$ cat config.mk
export PLATFORM = sky130hd
export DESIGN_NAME = change_dispenser
export DESIGN_NICKNAME = d
export VERILOG_FILES = /design/src/rtl/change_dispenser.sv
export SDC_FILE = /design/constraint.sdc
export NUM_CORES = 1
export LEC_CHECK = 0
export CORE_MARGIN = 2
export CORE_UTILIZATION = 48
export DETAILED_ROUTE_END_ITERATION = 10
export GPL_TIMING_DRIVEN = 0
export PLACE_DENSITY = 0.76
export SLEW_MARGIN = 20
export SYNTH_ARGS = -nofsm -noshare
export SYNTH_HDL_FRONTEND = slang
export SYNTH_SLANG_ARGS = --single-unit
$ cat constraint.sdc
create_clock -name clk -period 2.14 [get_ports clk]
set_input_delay 0.535 -clock clk [delete_from_list [all_inputs] [get_ports clk]]
set_output_delay 0.535 -clock clk [all_outputs]
set_load 0.03 [all_outputs]
$ cat src/rtl/change_dispenser.sv
// Greedy coin payout sequencer over three hoppers (20/2/1 in Q1 units).
// Optional REQ watchdog enabled by defining CHANGE_ACK_TIMEOUT_EN.
module change_dispenser #(
  parameter int unsigned MAX_AMOUNT  = 40,
  parameter int unsigned ACK_TIMEOUT = 255
) (
  input  logic       clk,
  input  logic       rst,
  input  logic       start,
  input  logic [5:0] amount,
  input  logic [2:0] empty,
  input  logic       clear,
  input  logic       ack,
  output logic [2:0] req,
  output logic       busy,
  output logic       done,
  output logic       fault,
  output logic [5:0] remaining,
  output logic [5:0] dispensed
);

  typedef enum logic [2:0] {
    S_IDLE,
    S_SELECT,
    S_REQ,
    S_GAP,
    S_DONE,
    S_FAULT
  } state_t;

  localparam logic [5:0] MAX_AMT = 6'(MAX_AMOUNT);
  localparam logic [5:0] VAL_HI  = 6'd20;
  localparam logic [5:0] VAL_MID = 6'd2;
  localparam logic [5:0] VAL_LO  = 6'd1;

  state_t     state_q;
  state_t     state_d;
  logic [2:0] req_q;
  logic [2:0] req_d;
  logic [5:0] rem_q;
  logic [5:0] rem_d;
  logic [5:0] disp_q;
  logic [5:0] disp_d;

  logic       fit_hi;
  logic       fit_mid;
  logic       fit_lo;
  logic [2:0] pick;
  logic [5:0] coin_val;
  logic       timeout;

  assign fit_hi  = !empty[2] && (rem_q >= VAL_HI);
  assign fit_mid = !empty[1] && (rem_q >= VAL_MID);
  assign fit_lo  = !empty[0] && (rem_q >= VAL_LO);

  // Mutually exclusive terms give largest-coin-first priority.
  always_comb begin
    pick = 3'b000;
    unique case (1'b1)
      fit_hi:                        pick = 3'b100;
      (fit_mid && !fit_hi):          pick = 3'b010;
      (fit_lo && !fit_hi && !fit_mid): pick = 3'b001;
      default:                       pick = 3'b000;
    endcase
  end

  always_comb begin
    coin_val = 6'd0;
    unique case (1'b1)
      req_q[2]: coin_val = VAL_HI;
      req_q[1]: coin_val = VAL_MID;
      req_q[0]: coin_val = VAL_LO;
      default:  coin_val = 6'd0;
    endcase
  end

`ifdef CHANGE_ACK_TIMEOUT_EN
  localparam logic [7:0] TMO_LAST = 8'(ACK_TIMEOUT - 1);

  logic [7:0] timer_q;
  logic [7:0] timer_d;

  assign timeout = (timer_q == TMO_LAST);

  always_comb begin
    timer_d = timer_q;
    if (state_q == S_SELECT) begin
      timer_d = 8'd0;
    end else if (state_q == S_REQ && !ack) begin
      timer_d = timer_q + 8'd1;
    end
  end

  always_ff @(posedge clk) begin
    if (rst) begin
      timer_q <= 8'd0;
    end else begin
      timer_q <= timer_d;
    end
  end
`else
  logic unused_cfg;

  assign unused_cfg = ^8'(ACK_TIMEOUT);
  assign timeout    = 1'b0;
`endif

  always_comb begin
    state_d = state_q;
    req_d   = 3'b000;
    rem_d   = rem_q;
    disp_d  = disp_q;
    unique case (state_q)
      S_IDLE: begin
        if (start) begin
          if (amount == 6'd0) begin
            rem_d   = 6'd0;
            disp_d  = 6'd0;
            state_d = S_DONE;
          end else if (amount > MAX_AMT) begin
            rem_d   = amount;
            state_d = S_FAULT;
          end else begin
            rem_d   = amount;
            disp_d  = 6'd0;
            state_d = S_SELECT;
          end
        end
      end
      S_SELECT: begin
        if (pick == 3'b000) begin
          state_d = S_FAULT;
        end else begin
          req_d   = pick;
          state_d = S_REQ;
        end
      end
      S_REQ: begin
        req_d = req_q;
        if (ack) begin
          rem_d   = rem_q - coin_val;
          disp_d  = disp_q + 6'd1;
          req_d   = 3'b000;
          state_d = S_GAP;
        end else if (timeout) begin
          req_d   = 3'b000;
          state_d = S_FAULT;
        end
      end
      S_GAP: begin
        state_d = (rem_q == 6'd0) ? S_DONE : S_SELECT;
      end
      S_DONE: begin
        state_d = S_IDLE;
      end
      S_FAULT: begin
        if (clear) begin
          state_d = S_IDLE;
        end
      end
      default: begin
        state_d = S_IDLE;
      end
    endcase
  end

  always_ff @(posedge clk) begin
    if (rst) begin
      state_q <= S_IDLE;
      req_q   <= 3'b000;
      rem_q   <= 6'd0;
      disp_q  <= 6'd0;
    end else begin
      state_q <= state_d;
      req_q   <= req_d;
      rem_q   <= rem_d;
      disp_q  <= disp_d;
    end
  end

  assign req       = req_q;
  assign remaining = rem_q;
  assign dispensed = disp_q;
  assign busy      = (state_q == S_SELECT) ||
                     (state_q == S_REQ) ||
                     (state_q == S_GAP);
  assign done      = (state_q == S_DONE);
  assign fault     = (state_q == S_FAULT);

endmodule

---- Yosys cells after proc, flatten, opt, wreduce, memory -nomap -nowiden ----
Cells that the tools add are included.
cells by class
  add/sub/neg operators ................... 2
  multipliers ............................. 0
  div/mod/pow operators ................... 0
  $lt $le $gt $ge ......................... 4
  equal/unequal tests ..................... 9
  shift-type cells ........................ 0
  mux-type cells .......................... 22
  bitwise logic cells ..................... 0
  reductions and logical operators ........ 21
operators by type and width
  kind                                                                                 count
  6-bit two-way mux                                                                    7
  3-bit two-way mux                                                                    9
  6-bit case mux with 2 select lines                                                   2
  3-bit case mux with 5 select lines                                                   1
  5-bit case mux with 3 select lines                                                   1
  6-bit logical NOT                                                                    2
  3-bit case mux with 3 select lines                                                   1
  6-bit by 1-bit adder with 6-bit output, second input constant                        1
  3-bit by 2-bit == test with 1-bit output, second input constant                      2
  3-bit == test, second input constant                                                 2
  6-bit by 1-bit greater-or-equal comparator with 1-bit output, second input constant  1
  6-bit by 2-bit greater-or-equal comparator with 1-bit output, second input constant  1
  6-bit by 5-bit greater-or-equal comparator with 1-bit output, second input constant  1
  6-bit greater-than comparator, second input constant                                 1
  1-bit logical AND                                                                    6
  3-bit logical NOT                                                                    2
  2-bit != test, second input constant                                                 3
  3-bit case mux with 2 select lines                                                   1
  3-bit AND reduction                                                                  2
  6-bit subtractor                                                                     1
  1-bit logical NOT                                                                    5
  4-bit AND reduction                                                                  1
  3-bit by 1-bit == test with 1-bit output, second input constant                      1
  3-bit != test, second input constant                                                 1
  2 further kinds                                                                      3
storage, ports and cells
  register bits ........................... 18
  latch bits .............................. 0
  RAM bits ................................ 0
  ROM bits ................................ 0
  output and inout bits ................... 18
  word-level logic and storage cells ...... 62
  memories kept ........................... 0

---- Logic depth before layout (Yosys ltp) ----
Gate-level depths: netlist (run 1).
  word-level depth ........................ 9
  mapped depth ............................ 8

---- Least setup slack after synthesis (run 1) ----
OpenSTA, ideal clock, no wires.
  path type ............................... reg-to-reg
  from .................................... reg rem_q[0], in the netlist remaining[0]
  to ...................................... reg rem_q[4], in the netlist remaining[4]
  setup time .............................. 132 ps
  arrival ................................. 1,806 ps
  data required time ...................... 2,008 ps
  slack ................................... 202 ps
  stages on the path, launching flop included .. 9
  buffers on the path ..................... 0
  period minus slack after synthesis ...... 1,938 ps
  path through ............................ dfxtp_1 > inv_1 > ha_1 > fa_1 > nor2b_1 > nor3_1 > xnor2_1 > o221ai_1 > a21oi_1
between the ends
  cells in the longest elaborated chain, start to end .. 3
ends and longest elaborated chain
  what                                line  RTL
  start, declared                     40    logic [5:0] rem_q;
  start signal, assigned              176   rem_q <= rem_d;
  6-bit subtractor                    141   rem_d = rem_q - coin_val;
  6-bit two-way mux                   140   if (ack) begin
  6-bit case mux with 2 select lines  113   unique case (state_q)
Every way passes these cells. The select of a mux whose other input is x is not followed.
A chain may end at the register's enable or synchronous reset.

---- Worst setup path after layout (run 1) ----
  from .................................... reg state_q[1]
  to ...................................... out done
between the ends
  cells in the longest elaborated chain, start to end .. 1
ends and longest elaborated chain
  what                    line  RTL
  start, declared         36    state_t state_q;
  start signal, assigned  174   state_q <= state_d;
  3-bit == test           187   assign done = (state_q == S_DONE);
  end, declared           16    output logic done,
Every way passes these cells.

==> flow_metrics.env, run 1 <==
export IMPL_ir_worst_vdd_mv=0.632
export IMPL_worst_pin_slew_ns=0.511
export IMPL_initial_core_util_pct=49.3
export IMPL_grt_overflow=0
export IMPL_hold_buffers=0
export IMPL_routed_via_count=1246
export IMPL_setup_viol=0
export IMPL_port_buffers=30
export IMPL_synth_cells=151
export IMPL_grt_max_degree=11
export IMPL_grt_use_total_pct=24.7
export IMPL_period_share_pct=95.8
export IMPL_synth_seq_area_share_pct=30.3
export IMPL_finalHoldViolations=0
export IMPL_crit_type="reg -> out"
export IMPL_slew_viol_final=0
export IMPL_hp_class="reg -> reg"
export IMPL_synthTopCellsByArea="dfxtp_1 (30%), a21oi_1 (7.2%), nor2_1 (5.7%)"
export IMPL_grt_pass1_wl_um=5020
export IMPL_cts_buffers=3
export IMPL_die_area_mm2=0.00289
export IMPL_max_freq_mhz=488
export IMPL_instances_no_fill=215
export IMPL_avgRoutedWirePerCell_um=15.1
export IMPL_cts_num_sinks=18
export IMPL_worst_hold_path_endpoint="dispensed[5]"
export IMPL_rsz0062_at_grt="false"
export IMPL_clockRootBuffer="clkbuf_4"
export IMPL_synth_area_mm2=0.00119
export IMPL_ant_nets=0
export IMPL_clk_pin_slew_worst_paths_ns=0.11
export IMPL_ys_warnings_count=0
export IMPL_relSlewSlack_pct=66.0
export IMPL_whs_path_depth=1
export IMPL_path_max_fanout=10
export IMPL_core_area_mm2=0.00241
export IMPL_cp_start_kind="flip-flop"
export IMPL_hp_start="dispensed[5]"
export IMPL_r2r_end="remaining[4]"
export IMPL_drive_above_1_share_pct=11.4
export IMPL_antenna_cells=0
export IMPL_gp_congestion=0.973
export IMPL_fin_skew_ns=0.00330
export IMPL_synth_cell_types=45
export IMPL_final_common_cell="clkdlybuf4s50_1"
export IMPL_ios=32
export IMPL_drt_iter0_drc=40
export IMPL_crit_reg2reg_launch="remaining[0]"
export IMPL_synth_area_per_cell_um2=7.87
export IMPL_powerDensity_mw_per_mm2=1150
export IMPL_dp_cells=211
export IMPL_synth_seq_cells=18
export IMPL_worst_ep_required_time_ns=1.60
export IMPL_setup_tns_ns=0
export IMPL_fp_dieH_um=53.8
export IMPL_p_leak_nw=0.538
export IMPL_synth_top_area_share_pct=30.3
export IMPL_drtPass1Iterations=4
export IMPL_final_cell_mix="clkdlybuf4s50_1 (27), nor2_1 (18), dfxtp_1 (18)"
export IMPL_arrival_ns=1.52
export IMPL_fp_row_count=18
export IMPL_antenna_found_initial=0
export IMPL_reg2reg_depth=8
export IMPL_htreeDepth=1
export IMPL_nNetsFinal=206
export IMPL_r2r_slack_ns=0.27
export IMPL_yosysTopAreaCell="dfxtp_1"
export IMPL_first_global_vias=1089
export IMPL_dp_slack_ns=-0.0846
export IMPL_worst_setup_path_end_kind="output pin"
export IMPL_clockBufferDepth=2
export IMPL_cts_tree="done"
export IMPL_synth_fp_nets=171
export IMPL_post_route_min_period_ns=2.05
export IMPL_status="finished clean"
export IMPL_dp_hpwl_um=2470
export IMPL_clock_latency_ns=0.32
export IMPL_synthToLayoutAreaGrowth_pct=30.6
export IMPL_cap_violations=0
export IMPL_setup_slack_ns=0.0899
export IMPL_die_width_um=53.8
export IMPL_via_per_inst=5.80
export IMPL_drt_total_wl_um=3240
export IMPL_drc_errors=0
## routing by layer
metal / part of all wire (%) / routed length, um / global-route usage (%)
met1: 45 / 1450 / 30.7
met2: 49 / 1590 / 41.7
met3: 4.4 / 142 / 4.17
met4: 1.6 / 53 / 10.3
met5: 0 / 0 / 0
## critical path, cell delays in order (launching register included)
cell and delay [ns]:
dfxtp_1 0.39, clkbuf_2 0.22, nor3_1 0.18, dlygate4sd2_1 0.42
## cell type report
type                       count  area, um2
fill                         218        857
multi-input combinational    116        741
sequential                    18        360
timing repair buffer          30        289
buffer                         9       58.8
tap                           30       37.5
clock buffer                   4       36.3
inverter                       8       30.0
## stage by stage
stage / area (um2) / hold WS, ns / util (%) / total power (W)
after detailed placement: 1530 / 0.471 / 63.3 / 0.00157
after global placement: 1530 / 0.469 / 63.3 / 0.00154
final: 1550 / 0.495 / 64.4 / 0.00178
after floorplan: 1190 / 0.601 / - / 0.00126
after global routing: 1550 / 0.530 / 64.4 / 0.00191
after CTS: 1560 / 0.490 / 64.7 / 0.00178
## power by group
part | internal [W] | switching, W | total, W
logic | 0.000420 | 0.000650 | 0.00107
clock network | 0.000104 | 0.000123 | 0.000227
registers | 0.000405 | 0.0000807 | 0.000485
total | 0.000929 | 0.000854 | 0.00178
## synthesized netlist by cell type (all sizes together)
cell    instances
dfxtp          18
o21a            2
a31oi           1
buf             5
a211oi          4
a32oi           1
xnor2           1
nand4           1
or2             1
o211ai          2
o21bai          1
o21ai          10
nor2b           4
nand2          10
clkbuf          4
o31a            1
fa              1
nand2b          2
o221ai          1
o32ai           2
a41oi           1
or3b            2
a21oi          17
o22ai           1
nor2           19
a311oi          3
nor3           12
mux2i           1
a211o           1
o31ai           1
nand3           4
a22oi           3
inv             8
ha              5
nor4            1
## registers in the layout, indices dropped and copies added (netlist names)
register and cells:
dispensed 6, remaining 6, req 3, state_q 3
## what timing repair did
| action | 4_1_cts | 5_1_grt |
|---|---|---|
| endpoints found under the setup margin | 3 | 2 |
| setup buffers | 0 | 0 |
| cloned | 0 | 0 |
| resized for setup | 4 | 5 |
## logic make-up after synthesis
logic type,synth area share [%]
compound gates,29.9
xor+xnor,0.737
fa+ha+maj,6.95
buf+inv,7.37
flops,30.3
mux,0.842
simple gates,23.9
## worst max path at each step
stage	startpoint	end	slack [ns]	cells past startpoint
after global routing	state_q[2]	done	0.02	4
after global placement	amount[0]	dispensed[2]	-0.04	6
after CTS	state_q[0]	busy	0.05	4
final	state_q[1]	done	0.09	3
after detailed placement	amount[0]	dispensed[2]	-0.08	6
after floorplan	remaining[0]	remaining[4]	0.20	8
Note: power is estimated with default switching activity, not from simulation.
==> run 2, diff against run 1 <==
Settings changed: ABC_AREA from default to 1, CORE_UTILIZATION 48 to 49, CTS_BUF_LIST from default to sky130_fd_sc_hd__clkbuf_16.
==> run 2 against run 1 <==
Synthesized cell count rose by 34%. Worst hold slack got worse by 0.012 ns. Combinational power rose by 21%.
==> flow_metrics.env, run 2 <==
export IMPL_status="finished clean"
export IMPL_ys_top_cells_by_count="nand2_1 (50), nor2_1 (30), inv_1 (25), dfxtp_1 (18), a21oi_1 (17)"
export IMPL_grt_max_degree=11
export IMPL_synth_cell_types=30
export IMPL_period_share_pct=91.5
export IMPL_hold_buffers=0
export IMPL_crit_type="reg -> out"
export IMPL_grt_use_total_pct=22.0
export IMPL_via_per_inst=5.22
export IMPL_cts_buffers=3
export IMPL_finalInstanceArea_mm2=0.00172
export IMPL_clkPwrFrac_pct=17.3
export IMPL_critPathLaunch="state_q[0]"
export IMPL_powerDensity_mw_per_mm2=1270
export IMPL_drt_iter0_drc=61
export IMPL_antenna_found_initial=0
export IMPL_final_cell_mix="nand2_1 (50), nor2_1 (30), clkdlybuf4s50_1 (27)"
export IMPL_dp_hpwl_um=2430
export IMPL_slew_viol_final=0
export IMPL_path_max_fanout=4
export IMPL_cts_num_sinks=18
export IMPL_setup_tns_ns=0
export IMPL_grt_pass1_wl_um=5540
export IMPL_routed_via_count=1394
export IMPL_die_width_um=55.6
export IMPL_power_w=0.00218
export IMPL_clk_pin_slew_worst_paths_ns=0.05
export IMPL_seq_power_share_pct=23.1
export IMPL_rsz0062_at_grt="false"
export IMPL_fp_row_count=18
export IMPL_nNetsFinal=258
export IMPL_relSlewSlack_pct=66.1
export IMPL_hp_start="req[0]"
export IMPL_drive_above_1_share_pct=11.0
export IMPL_synth_fp_nets=223
export IMPL_synth_area_per_cell_um2=6.42
export IMPL_dp_slack_ns=0.151
export IMPL_switching_share_pct=47.9
export IMPL_synth_async_reset_ratio_pct=0
export IMPL_clockBufferDepth=2
export IMPL_cts_tree="done"
export IMPL_initial_core_util_pct=52.1
export IMPL_ios=32
export IMPL_clock_latency_ns=0.25
export IMPL_finalHoldViolations=0
export IMPL_htreeDepth=1
export IMPL_p_comb_share_pct=59.5
export IMPL_gp_congestion=0.830
export IMPL_synth_seq_area_share_pct=27.7
export IMPL_post_cts_buffers=0
export IMPL_ys_warnings_count=0
export IMPL_synth_edf_count=0
export IMPL_synthFlopType="dfxtp_1"
export IMPL_dpl_cell_area_mm2=0.00164
export IMPL_final_util_pct=68.8
export IMPL_arrival_ns=1.42
export IMPL_antenna_cells=0
export IMPL_final_common_cell="nand2_1"
export IMPL_ant_nets=0
export IMPL_hp_class="reg -> reg"
export IMPL_clockRootBuffer="clkbuf_16"
export IMPL_synth_area_mm2=0.00130
export IMPL_synthToLayoutAreaGrowth_pct=32.0
export IMPL_first_global_vias=1271
export IMPL_max_freq_mhz=511
export IMPL_crit_reg2reg_launch="remaining[0]"
export IMPL_die_area_mm2=0.00309
export IMPL_cap_violations=0
export IMPL_core_area_mm2=0.00250
export IMPL_internal_power_w=0.00113
export IMPL_setup_slack_ns=0.182
export IMPL_avgRoutedWirePerCell_um=12.3
export IMPL_worst_setup_path_end_kind="output pin"
export IMPL_worst_pin_slew_ns=0.509
export IMPL_synth_cells=203
export IMPL_fp_dieH_um=55.6
export IMPL_post_route_min_period_ns=1.96
export IMPL_port_buffers=30
export IMPL_setup_viol=0
export IMPL_yosysMostFrequentCell="nand2_1"
export IMPL_synth_top_area_share_pct=27.7
export IMPL_synthTopCellsByArea="dfxtp_1 (28%), nand2_1 (14%), nor2_1 (8.6%)"
export IMPL_worst_ep_required_time_ns=1.60
export IMPL_synth_seq_cells=18
export IMPL_cp_start_kind="flip-flop"
export IMPL_ir_worst_vdd_mv=0.884
export IMPL_grt_overflow=0
export IMPL_yosysTopAreaCell="dfxtp_1"
export IMPL_fin_skew_ns=0.00204
export IMPL_switchingPower_w=0.00104
export IMPL_drc_errors=0
export IMPL_p_leak_nw=0.767
export IMPL_drtPass1Iterations=4
export IMPL_drt_total_wl_um=3300
-- run 2: cell types whose count changed in the layout (fill, tap and decap cells not counted), moves of 4 or more --
cell / before / now
nand3_1: 4 / 14
inv_1: 7 / 25
nand2_2: 0 / 4
nor3_1: 10 / 1
nor2_1: 18 / 30
nor2b_1: 4 / 0
nand2_1: 10 / 50
-- run 2: critical path, stage by stage (launching register included) --
cell,delay (ns)
dfxtp_1,0.42
inv_1,0.14
nor3_1,0.19
dlygate4sd2_1,0.43
-- run 2: power by group through the flow --
stage / registers (W) / clock network [W] / logic [W]
after floorplan: 0.000594 / 0 / 0.000848
after global placement: 0.000501 / 0 / 0.00125
after detailed placement: 0.000506 / 0 / 0.00127
after CTS: 0.000501 / 0.000386 / 0.00129
after global routing: 0.000513 / 0.000402 / 0.00142
final: 0.000503 / 0.000378 / 0.00130
-- run 2: layer usage --
metal / global-route usage [%] / wire [um] / up-vias / share of wire (%)
li1: - / - / 705 / -
met1: 30.4 / 1580 / 633 / 48
met2: 34.9 / 1520 / 54 / 46
met3: 3.75 / 185 / 2 / 5.6
met4: 6.62 / 13 / 0 / 0.39
met5: 0 / 0 / - / 0
-- run 2: path summary, 6_finish.rpt --
check / endpoint / slack, ns / cells after the start
min: req[0] / 0.48 / 2
max reg2reg: remaining[4] / 0.39 / 11
min reg2reg: req[0] / 0.48 / 2
max: fault / 0.18 / 3
-- run 2: cell type report --
type	count	area [um2]
fill	209	781
clock inverter	1	3.75
multi-input combinational	149	788
buffer	7	42.5
timing repair buffer	30	300
sequential	18	360
clock buffer	3	75.1
inverter	29	111
tap	30	37.5
-- run 2: cell families (layout without fill, tap and decap cells) --
group / Yosys count / count (layout) / synth area share [%]
buf+inv: 36 / 70 / 11.8
simple gates: 110 / 110 / 37.8
xor+xnor: 4 / 4 / 2.69
compound gates: 29 / 29 / 13.6
fa+ha+maj: 6 / 6 / 6.34
flops: 18 / 18 / 27.7
-- run 2: stage by stage --
stage	hold slack, ns	std cells
global placement	0.474	263
detailed placement	0.476	263
finish	0.483	267
global route	0.500	267
CTS	0.486	267
floorplan	0.596	203
-- run 2: timing repair --
action | 4_1_cts | 5_1_grt
cloned | 0 | 0
resized for setup | 2 | 1
setup endpoints to repair | 2 | 1
==> run 3, diff against run 2 <==
Settings changed: CAP_MARGIN from default to 20, CORE_UTILIZATION 49 to 50, PLACE_DENSITY 0.76 to 0.78.
Clock period 2.14 ns to 2.52 ns, I/O delays scaled along.
==> run 3 against run 2 <==
Non-clock buffer count unchanged. Critical path depth unchanged. Via count fell by 0.86%. Largest power group unchanged. Sequential power is 15% lower. Power decreased by 15%. Critical endpoint unchanged. Combinational power is 15% lower. Critical path type unchanged. Utilization rose by 0.63 points. Highest routed layer unchanged. Final area is the same. Clock skew grew 0.0016 ns. Largest cell class unchanged. Register-to-register slack gained 0.36 ns.
==> flow_metrics.env, run 3 (synthesis results as in run 2) <==
export IMPL_switching_share_pct=47.2
export IMPL_hp_start="req[0]"
export IMPL_clockRootBuffer="clkbuf_16"
export IMPL_clkPwrFrac_pct=17.5
export IMPL_post_cts_buffers=0
export IMPL_grt_max_degree=11
export IMPL_nFillCells=227
export IMPL_clock_latency_ns=0.25
export IMPL_powerDensity_mw_per_mm2=1070
export IMPL_hp_class="reg -> reg"
export IMPL_timing_hold_ws_ns=0.490
export IMPL_path_max_fanout=5
export IMPL_whs_path_depth=2
export IMPL_clockBufferDepth=2
export IMPL_htreeDepth=1
export IMPL_max_freq_mhz=418
export IMPL_setup_viol=0
export IMPL_period_share_pct=94.9
export IMPL_instances_no_fill=267
export IMPL_clk_pin_slew_worst_paths_ns=0.05
export IMPL_final_cell_mix="nand2_1 (50), nor2_1 (30), clkdlybuf4s50_1 (30)"
export IMPL_cp_start_kind="flip-flop"
export IMPL_relSlewSlack_pct=64.9
export IMPL_worst_setup_path_end_kind="output pin"
export IMPL_nNetsFinal=258
export IMPL_r2r_end="remaining[4]"
export IMPL_fp_dieH_um=55.0
export IMPL_fin_skew_ns=0.00362
export IMPL_die_width_um=55.0
export IMPL_grt_overflow=0
export IMPL_drive_above_1_share_pct=11.0
export IMPL_crit_reg2reg_launch="remaining[0]"
export IMPL_die_area_mm2=0.00303
export IMPL_via_per_inst=5.18
export IMPL_routed_via_count=1382
export IMPL_slew_viol_final=0
export IMPL_port_buffers=30
export IMPL_reg2reg_depth=11
export IMPL_ir_worst_vdd_mv=0.756
export IMPL_arrival_ns=1.76
export IMPL_drtPass1Iterations=4
export IMPL_core_area_mm2=0.00248
export IMPL_post_route_min_period_ns=2.39
export IMPL_ios=32
export IMPL_cts_buffers=3
export IMPL_initial_core_util_pct=52.6
export IMPL_antenna_found_initial=0
export IMPL_r2r_slack_ns=0.75
export IMPL_worst_hold_path_endpoint="req[0]"
export IMPL_worst_pin_slew_ns=0.527
export IMPL_internal_power_w=0.000973
export IMPL_rsz0062_at_grt="false"
export IMPL_switchingPower_w=0.000870
export IMPL_avgRoutedWirePerCell_um=12.3
export IMPL_gp_congestion=0.805
export IMPL_cap_violations=0
export IMPL_grt_use_total_pct=24.6
export IMPL_cts_resized=0
export IMPL_setup_tns_ns=0
export IMPL_finalHoldViolations=0
export IMPL_fp_row_count=18
export IMPL_worst_ep_required_time_ns=1.89
export IMPL_first_global_vias=1245
export IMPL_status="finished clean"
export IMPL_drt_total_wl_um=3290
export IMPL_p_leak_nw=0.742
export IMPL_dp_cells=263
export IMPL_drc_errors=0
export IMPL_p_comb_share_pct=59.4
export IMPL_drt_iter0_drc=42
export IMPL_grt_pass1_wl_um=5320
export IMPL_hold_buffers=0
export IMPL_cts_num_sinks=18
export IMPL_ant_nets=0
export IMPL_final_common_cell="nand2_1"
export IMPL_dp_hpwl_um=2560
export IMPL_cts_tree="done"
export IMPL_seq_power_share_pct=23.1
export IMPL_crit_type="reg -> out"
export IMPL_antenna_cells=0
export IMPL_synthToLayoutAreaGrowth_pct=32.0
[run 3: critical path, stage by stage, from the launching register on]
cell and delay [ns]:
dfxtp_1 0.44, inv_2 0.10, nor3_1 0.26, clkdlybuf4s50_1 0.72
[run 3: cell type report]
type	instances	area [um2]	area share [%]
multi-input cells	149	788	45.9
flip-flops and latches	18	360	21.0
repair buffers	30	300	17.5
inverters	29	111	6.48
clock buffers	3	75.1	4.37
plain buffers	7	42.5	2.47
well taps	30	37.5	2.18
clock inverters	1	3.75	0.218
[run 3: worst max path at each step]
stage | from | end | slack (ns) | cells past startpoint
final | state_q[2] | fault | 0.13 | 3
after global routing | state_q[2] | fault | 0.02 | 3
after CTS | state_q[2] | fault | 0.13 | 3
after detailed placement | state_q[2] | fault | 0.40 | 3
after global placement | state_q[2] | fault | 0.46 | 3
after floorplan | state_q[2] | fault | 0.66 | 2
[run 3: routing by layer]
metal / vias to the layer above / share of wire, % / global-route usage [%]
met5: - / 0 / 0
met4: 0 / 0.64 / 6.91
met3: 4 / 6.9 / 3.49
met2: 50 / 48 / 40.1
met1: 615 / 45 / 33.8
li1: 713 / - / -
[run 3: stage by stage]
step / total power [W] / setup slack [ns] / utilization, % / area (um2)
after floorplan: 0.00122 / 0.664 / - / 1300
after detailed placement: 0.00152 / 0.403 / 66.2 / 1640
after CTS: 0.00184 / 0.130 / 69.4 / 1720
after global placement: 0.00149 / 0.459 / 66.2 / 1640
final: 0.00184 / 0.127 / 69.4 / 1720
after global routing: 0.00200 / 0.0207 / 69.4 / 1720
[run 3: power groups by stage]
stage	clock [W]	combinational, W	sequential, W
2_1_floorplan	0	0.000720	0.000504
3_3_place_gp	0	0.00106	0.000425
3_5_place_dp	0	0.00109	0.000429
4_1_cts	0.000325	0.00109	0.000423
5_1_grt	0.000341	0.00122	0.000436
6_report	0.000322	0.00110	0.000426
